<file path="config.mk">
export PLATFORM = sky130hd
export DESIGN_NAME = score_display
export DESIGN_NICKNAME = d
export VERILOG_FILES = /design/src/rtl/score_display.sv
export SDC_FILE = /design/constraint.sdc
export NUM_CORES = 1
export LEC_CHECK = 0
export CAP_MARGIN = 20
export CELL_PAD_IN_SITES_DETAIL_PLACEMENT = 1
export CELL_PAD_IN_SITES_GLOBAL_PLACEMENT = 2
export CORE_ASPECT_RATIO = 0.75
export CORE_MARGIN = 5
export CORE_UTILIZATION = 22
export CTS_BUF_LIST = sky130_fd_sc_hd__clkbuf_8
export CTS_CLUSTER_SIZE = 40
export DETAILED_ROUTE_END_ITERATION = 7
export GPL_ROUTABILITY_DRIVEN = 0
export PLACE_DENSITY_LB_ADDON = 0.25
export RECOVER_POWER = 100
export SKIP_LAST_GASP = 1
export SYNTH_ARGS = -nofsm -noshare
export SYNTH_HDL_FRONTEND = slang
export SYNTH_SLANG_ARGS = --single-unit
export TNS_END_PERCENT = 1
</file>
<file path="constraint.sdc">
create_clock -name clk -period 1.38 [get_ports clk]
set_input_delay 0.276 -clock clk [delete_from_list [all_inputs] [get_ports clk]]
set_output_delay 0.276 -clock clk [all_outputs]
set_load 0.005 [all_outputs]
</file>
<file path="src/rtl/score_display.sv">
// Score keeper for a two-player game plus a 3-stage pixel pipeline that drives
// an external registered digit glyph ROM and gates its output into score_pixel.
module score_display #(
  parameter logic [9:0] LEFT_X      = 10'd256,
  parameter logic [9:0] RIGHT_X     = 10'd360,
  parameter logic [9:0] TOP_Y       = 10'd32,
  parameter int         SCALE_SHIFT = 3,
  parameter logic [3:0] WIN_SCORE   = 4'd9
) (
  input  logic       clk,
  input  logic       reset,
  input  logic [9:0] hpos,
  input  logic [9:0] vpos,
  input  logic       point_left,
  input  logic       point_right,
  input  logic       new_game,
  output logic [1:0] glyph_xpos,
  output logic [2:0] glyph_ypos,
  output logic [3:0] glyph_value,
  input  logic       glyph_pixel,
  output logic       score_pixel,
  output logic [3:0] score_left,
  output logic [3:0] score_right,
  output logic       game_over
);

  // A glyph is 3 cells wide and 5 cells tall, each cell 2^SCALE_SHIFT pixels.
  localparam logic [9:0] DIGIT_W = 10'(3 << SCALE_SHIFT);
  localparam logic [9:0] DIGIT_H = 10'(5 << SCALE_SHIFT);

  logic [9:0] dxLeft;
  logic [9:0] dxRight;
  logic [9:0] dy;
  logic       dyInside;
  logic       inLeft;
  logic       inRight;

  logic [1:0] glyphXpos_d, glyphXpos_q;
  logic [2:0] glyphYpos_d, glyphYpos_q;
  logic [3:0] glyphValue_d, glyphValue_q;
  logic       inDigit1_d, inDigit1_q;
  logic       inDigit2_q;
  logic       scorePixel_d, scorePixel_q;

  logic [3:0] scoreLeft_d, scoreLeft_q;
  logic [3:0] scoreRight_d, scoreRight_q;
  logic       gameOver_d, gameOver_q;
  logic       pointLeftPrev_q;
  logic       pointRightPrev_q;
  logic       pointLeftEdge;
  logic       pointRightEdge;
  logic       reachedWin;

  // Unsigned wrap makes positions left of / above a digit look huge, so a
  // single less-than test covers both edges of the box.
  assign dxLeft   = hpos - LEFT_X;
  assign dxRight  = hpos - RIGHT_X;
  assign dy       = vpos - TOP_Y;
  assign dyInside = (dy < DIGIT_H);
  assign inLeft   = (dxLeft < DIGIT_W) && dyInside;
  assign inRight  = (dxRight < DIGIT_W) && dyInside;

  always_comb begin
    glyphXpos_d  = '0;
    glyphYpos_d  = '0;
    glyphValue_d = '0;
    inDigit1_d   = 1'b0;
    if (inLeft) begin
      glyphXpos_d  = 2'(dxLeft >> SCALE_SHIFT);
      glyphYpos_d  = 3'(dy >> SCALE_SHIFT);
      glyphValue_d = scoreLeft_q;
      inDigit1_d   = 1'b1;
    end else if (inRight) begin
      glyphXpos_d  = 2'(dxRight >> SCALE_SHIFT);
      glyphYpos_d  = 3'(dy >> SCALE_SHIFT);
      glyphValue_d = scoreRight_q;
      inDigit1_d   = 1'b1;
    end
  end

  assign scorePixel_d = glyph_pixel & inDigit2_q;

  always_ff @(posedge clk) begin
    if (reset) begin
      glyphXpos_q  <= '0;
      glyphYpos_q  <= '0;
      glyphValue_q <= '0;
      inDigit1_q   <= 1'b0;
      inDigit2_q   <= 1'b0;
      scorePixel_q <= 1'b0;
    end else begin
      glyphXpos_q  <= glyphXpos_d;
      glyphYpos_q  <= glyphYpos_d;
      glyphValue_q <= glyphValue_d;
      inDigit1_q   <= inDigit1_d;
      inDigit2_q   <= inDigit1_q;
      scorePixel_q <= scorePixel_d;
    end
  end

  // History resets high so a point input already high at reset release is
  // treated as old news rather than a fresh score.
  assign pointLeftEdge  = point_left & ~pointLeftPrev_q;
  assign pointRightEdge = point_right & ~pointRightPrev_q;
  assign reachedWin     = (scoreLeft_q == WIN_SCORE) || (scoreRight_q == WIN_SCORE);

  always_comb begin
    scoreLeft_d  = scoreLeft_q;
    scoreRight_d = scoreRight_q;
    gameOver_d   = gameOver_q | reachedWin;
    if (new_game) begin
      scoreLeft_d  = '0;
      scoreRight_d = '0;
      gameOver_d   = 1'b0;
    end else if (!gameOver_q) begin
      if (pointLeftEdge && (scoreLeft_q < WIN_SCORE)) begin
        scoreLeft_d = scoreLeft_q + 4'd1;
      end
      if (pointRightEdge && (scoreRight_q < WIN_SCORE)) begin
        scoreRight_d = scoreRight_q + 4'd1;
      end
    end
  end

  always_ff @(posedge clk) begin
    if (reset) begin
      scoreLeft_q      <= '0;
      scoreRight_q     <= '0;
      gameOver_q       <= 1'b0;
      pointLeftPrev_q  <= 1'b1;
      pointRightPrev_q <= 1'b1;
    end else begin
      scoreLeft_q      <= scoreLeft_d;
      scoreRight_q     <= scoreRight_d;
      gameOver_q       <= gameOver_d;
      pointLeftPrev_q  <= point_left;
      pointRightPrev_q <= point_right;
    end
  end

  assign glyph_xpos  = glyphXpos_q;
  assign glyph_ypos  = glyphYpos_q;
  assign glyph_value = glyphValue_q;
  assign score_pixel = scorePixel_q;
  assign score_left  = scoreLeft_q;
  assign score_right = scoreRight_q;
  assign game_over   = gameOver_q;

endmodule
</file>
# Word level (Yosys, flattened, before mapping)
# Cells that the tools add are included.
# op_classes
addsub	5
magnitude_cmp	5
n_eq_ne	2
muxes	8
bitwise_logic	7
n_reduce_logical	8
# op_table
operator	n
$lt A10 B5 Y1 const B	2
$sub A10 B9 Y10 const B	2
$lt A10 B6 Y1 const B	1
$sub A10 B6 Y10 const B	1
$add A4 B1 Y4 const B	2
$eq A4 B4 Y1 const B	2
$lt A4 B4 Y1 const B	2
$mux W4	2
$mux W3	2
$logic_and A1 B1 Y1	4
$mux W2	2
$reduce_and A2 Y1	2
$and A1 B1 Y1	3
$not A1 Y1	3
$mux W1	2
$reduce_or A2 Y1	1
$logic_or A1 B1 Y1	1
$or A1 B1 Y1	1
# word_totals
ff_bits	23
inputBits	26
out_inout_bits	19
word_cells	46

# Depth between registers and ports, before layout
# depth
depth_word	5
mapped_depth	6

# Worst setup path before layout
# Ideal clock, no wire load.
# synth_path
path_type	flip-flop to flip-flop
from	register scoreRight_q[0], in the netlist score_right[0]
to	register scoreRight_q[1], in the netlist score_right[1]
setup_ps	126
arrival_ps	1364
slack_ps	-110
path_stages_with_launch	7
n_path_buf	0
period_less_slack_ps	1490
path_cell_list	dfxtp_1 > inv_1 > ha_1 > nand2b_1 > a2111oi_4 > mux2i_1 > nor2_1
# synth_via
elab_chain_cells	3
# synth_rtl
item	line	text
start: declaration	46	logic [3:0] scoreRight_d, scoreRight_q;
start signal: assignment	134	scoreRight_q <= scoreRight_d;
$lt A4 B4 Y1	119	if (pointRightEdge && (scoreRight_q < WIN_SCORE)) begin
$logic_and A1 B1 Y1	119	
$reduce_and A2 Y1 (no line)	--	
# Parallel ways exist; a longest one is shown, timed or not.
# A chain may end at the register's enable or synchronous reset.

# Worst setup path after layout
# layout_path
from	input port hpos[6]
to	register glyphYpos_q[1], in the netlist glyph_ypos[1]
# layout_via
elab_chain_cells	5
# layout_rtl
item	line	text
start: declaration	12	input logic [9:0] hpos,
$sub A10 B9 Y10	57	assign dxRight = hpos - RIGHT_X;
$lt A10 B5 Y1	61	assign inRight = (dxRight < DIGIT_W) && dyInside;
$logic_and A1 B1 Y1	61	
$mux W3	73	end else if (inRight) begin
$mux W3 (*)	68	if (inLeft) begin
end signal: assignment	93	glyphYpos_q <= glyphYpos_d;
end: declaration	39	logic [2:0] glyphYpos_d, glyphYpos_q;
# Mark *: on every way between the ends. The rest lies on a longest branch, timed or not.

==> flow_summary.toml <==
[worst_setup_path]
slowest_stage = "or4_4"
rrSetupSlack_ps = -40
critPathTopFamily = "simple AND/OR/NAND/NOR gates"
slowest_delay_ps = 520
start_kind = "input port"
path_max_fanout = 5
cpMostUsedCell = "a21oi_4"
worstReg2RegEnd = "score_left[1]"
worstReg2RegStart = "score_left[1]"
crit_buf_inv = 1
path_class = "input port to flip-flop"
critPathRequiredTime_ps = 1570
worstPathCellList = "clkdlybuf4s50_1 > or4_4 > a21oi_4 > a21oi_4 > nor3b_2"
end_kind = "flip-flop"
crit_arrival_ps = 1710
rr_worst_depth = 6

[final_layout]
num_antenna_cells = 0
area_growth_pct = 74.1
post_route_cells_drive_above_1_share = 0.330
post-route-util = 0.389
layout.nets = 217
finalInstanceArea_um2 = 1890
stdcell_count = 242

[global_route]
grt_pass1_wl_um = 5610
grt_pass1_vias = 1179
grt_overflow = 0
antenna_found_initial = 0
grt_usage = 0.106
grt_max_degree = 14

[clocking]
clkLatencyLatePin_ps = 260
h-tree-depth = 1
cts.clk_slew.worst_paths_ps = 80
cts_tree = "done"
clk_path_buf_depth = 2
cts_sinks = 23
root_buffer = "clkbuf_8"
cts_buffers = 3

[placed_design]
io_buffers = 38
dp_hpwl_um = 2640
post_dp_cell_area_um2 = 1750
dpl_worst_slack_ps = -554
dp_cells = 236

[job]
drv_cap = 0

[hold_path]
min_from = "inDigit2_q"
holdPathEnd = "score_pixel"
min_path_cells = 2
min_path_type = "flip-flop to flip-flop"

[power_and_ir_drop]
p_leak_nw = 0.750
peakVddDrop_mv = 0.322
finalPower_mw = 1.29
power_density_nw_per_um2 = 685

[synthesis]
synth_common_cells = "dfxtp_1 (23), nor2_1 (17), inv_1 (12)"
syn-cell-area_um2 = 1080
synth_top_cells_by_area = "dfxtp_1 (42%), ha_1 (9.2%), nor2_1 (5.9%), inv_1 (4.2%), a32oi_1 (3.2%)"
ys.flop_type = "dfxtp_1"
ys_seq_elements = 23
yosysSeqAreaShare = 0.425
synth-edff-count = 0
synth_top_area_share = 0.425
post_synth_num_cell_types = 33
ys_async_sr_fraction = 0
synth_warnings = 0
avgSynthCellArea_um2 = 9.50
synth_largest_area_cell = "dfxtp_1"
syn_nets = 148
synth_cells = 114
yosysMostFrequentCell = "dfxtp_1"

[sta]
max_slew_margin = 0.743
rsz0062_at_grt = "yes"
slew_violations = 0
fmax_mhz = 658
fin_skew_ps = 1.68
setup_violations = 22
fin_ws_ps = -140
worst_slew_pin_slew_ps = 384
hold_viol_final = 0
period_share = 1.10
fin_crit_ps = 1520

[detailed_routing]
dr.pass1.iters = 4
wl_per_cell_um = 13.5
drt_drc_violations_left = 0
ant_nets = 0
vias = 1068
wl_um = 3260
viasPerCell = 4.41
drt_iter0_markers = 9

[floorplanning]
rows = 22
die_h_um = 70.8
core_area_um2 = 4840
dieArea_um2 = 6440
fp.dieW_um = 91.0
ios = 45
start_util = 0.224

[outcome]
status = "complete, but fails checks"
violations = "setup timing"
## tightest hold or removal path: cells and delay by family, from the launching register on
kind             cells  cell delay, ps
DFF                  1             310
and+or+nand+nor      2              80
## report_power, final
group          internal [mW]  switching [mW]
Combinational          0.117          0.0915
Sequential             0.668         0.00259
Clock                  0.201           0.213
Total                  0.986           0.307
## state kept, by name (all words and copies together), names as in the netlist
signal / cells
game_over: 1
glyph_value: 4
glyph_xpos: 2
glyph_ypos: 3
inDigit1_q: 1
inDigit2_q: 1
pointLeftPrev_q: 1
pointRightPrev_q: 1
score_left: 4
score_pixel: 1
score_right: 4
## worst max-delay path by stage
stage / from / to / slack, ps / cells past startpoint
2_1_floorplan: score_right[1] / score_right[1] / -9 / 6
3_3_place_gp: vpos[6] / glyph_xpos[1] / -480 / 8
3_5_place_dp: vpos[6] / glyph_ypos[1] / -550 / 7
4_1_cts: hpos[4] / glyph_xpos[1] / -160 / 8
5_1_grt: score_left[1] / score_left[1] / -190 / 6
6_report: hpos[6] / glyph_ypos[1] / -140 / 5
## per-layer routing
metal / GRT usage / vias to the layer above / wire, µm
met4: 0.0326 / 0 / 46
met2: 0.183 / 20 / 1600
met3: 0.0372 / 4 / 154
li1: - / 537 / -
met5: 0 / - / 0
met1: 0.125 / 507 / 1450
## repair_timing
| action | 4_1_cts | 5_1_grt |
|---|---|---|
| cloned | 1 | 0 |
| pin swaps | 7 | 3 |
| resized for setup | 20 | 7 |
| setup endpoints to repair | 28 | 34 |
| setup buffers | 1 | 0 |
| hold buffers | 0 | 0 |
## kinds of logic (layout without fill, tap and decap cells)
| logic type | Yosys count | count (layout) | share of synthesized area |
|---|---|---|---|
| muxes | 3 | 3 | 0.0277 |
| xor gates and xnor gates | 3 | 3 | 0.0243 |
| AOI/OAI and AO/OA | 23 | 23 | 0.195 |
| and+or+nand+nor | 41 | 41 | 0.191 |
| adders and majority gates | 8 | 8 | 0.0924 |
| buffers and inverters | 13 | 81 | 0.0450 |
| DFF | 23 | 23 | 0.425 |
## cell usage in the layout (no fill, tap or decap), types with 2 or more instances in the layout
| master | n |
|---|---|
| clkdlybuf4s50_1 | 29 |
| buf_4 | 23 |
| dfxtp_1 | 19 |
| nor2_1 | 15 |
| inv_1 | 8 |
| ha_1 | 6 |
| inv_2 | 4 |
| nand2b_1 | 4 |
| nand2_1 | 4 |
| a32oi_1 | 4 |
| dfxtp_2 | 4 |
| dlygate4sd2_1 | 4 |
| dlymetal6s2s_1 | 4 |
| mux2i_1 | 3 |
| nor3_1 | 3 |
| or2_2 | 3 |
| a21oi_1 | 3 |
| xnor2_1 | 3 |
| clkbuf_8 | 3 |
| buf_6 | 3 |
| a211oi_2 | 2 |
| nor2_2 | 2 |
| a31oi_1 | 2 |
| a21oi_4 | 2 |
| a41oi_1 | 2 |
| nor3b_2 | 2 |
| ha_4 | 2 |
## through the flow
stage	TNS, ps	hold slack, ps
detailed placement	-7390	414
global placement	-6550	407
floorplan	-9.23	348
global route	-3910	443
CTS	-2520	430
finish	-1750	430
## cell type report
class,instances,area (µm²)
Multi-Input combinational cell,78,658
Sequential cell,23,465
Fill cell,552,2960
Tap cell,60,75.1
Inverter,12,45.0
Clock inverter,1,5.00
Clock buffer,3,41.3
Timing Repair Buffer,65,597
Power figures use the tool's default switching activity.
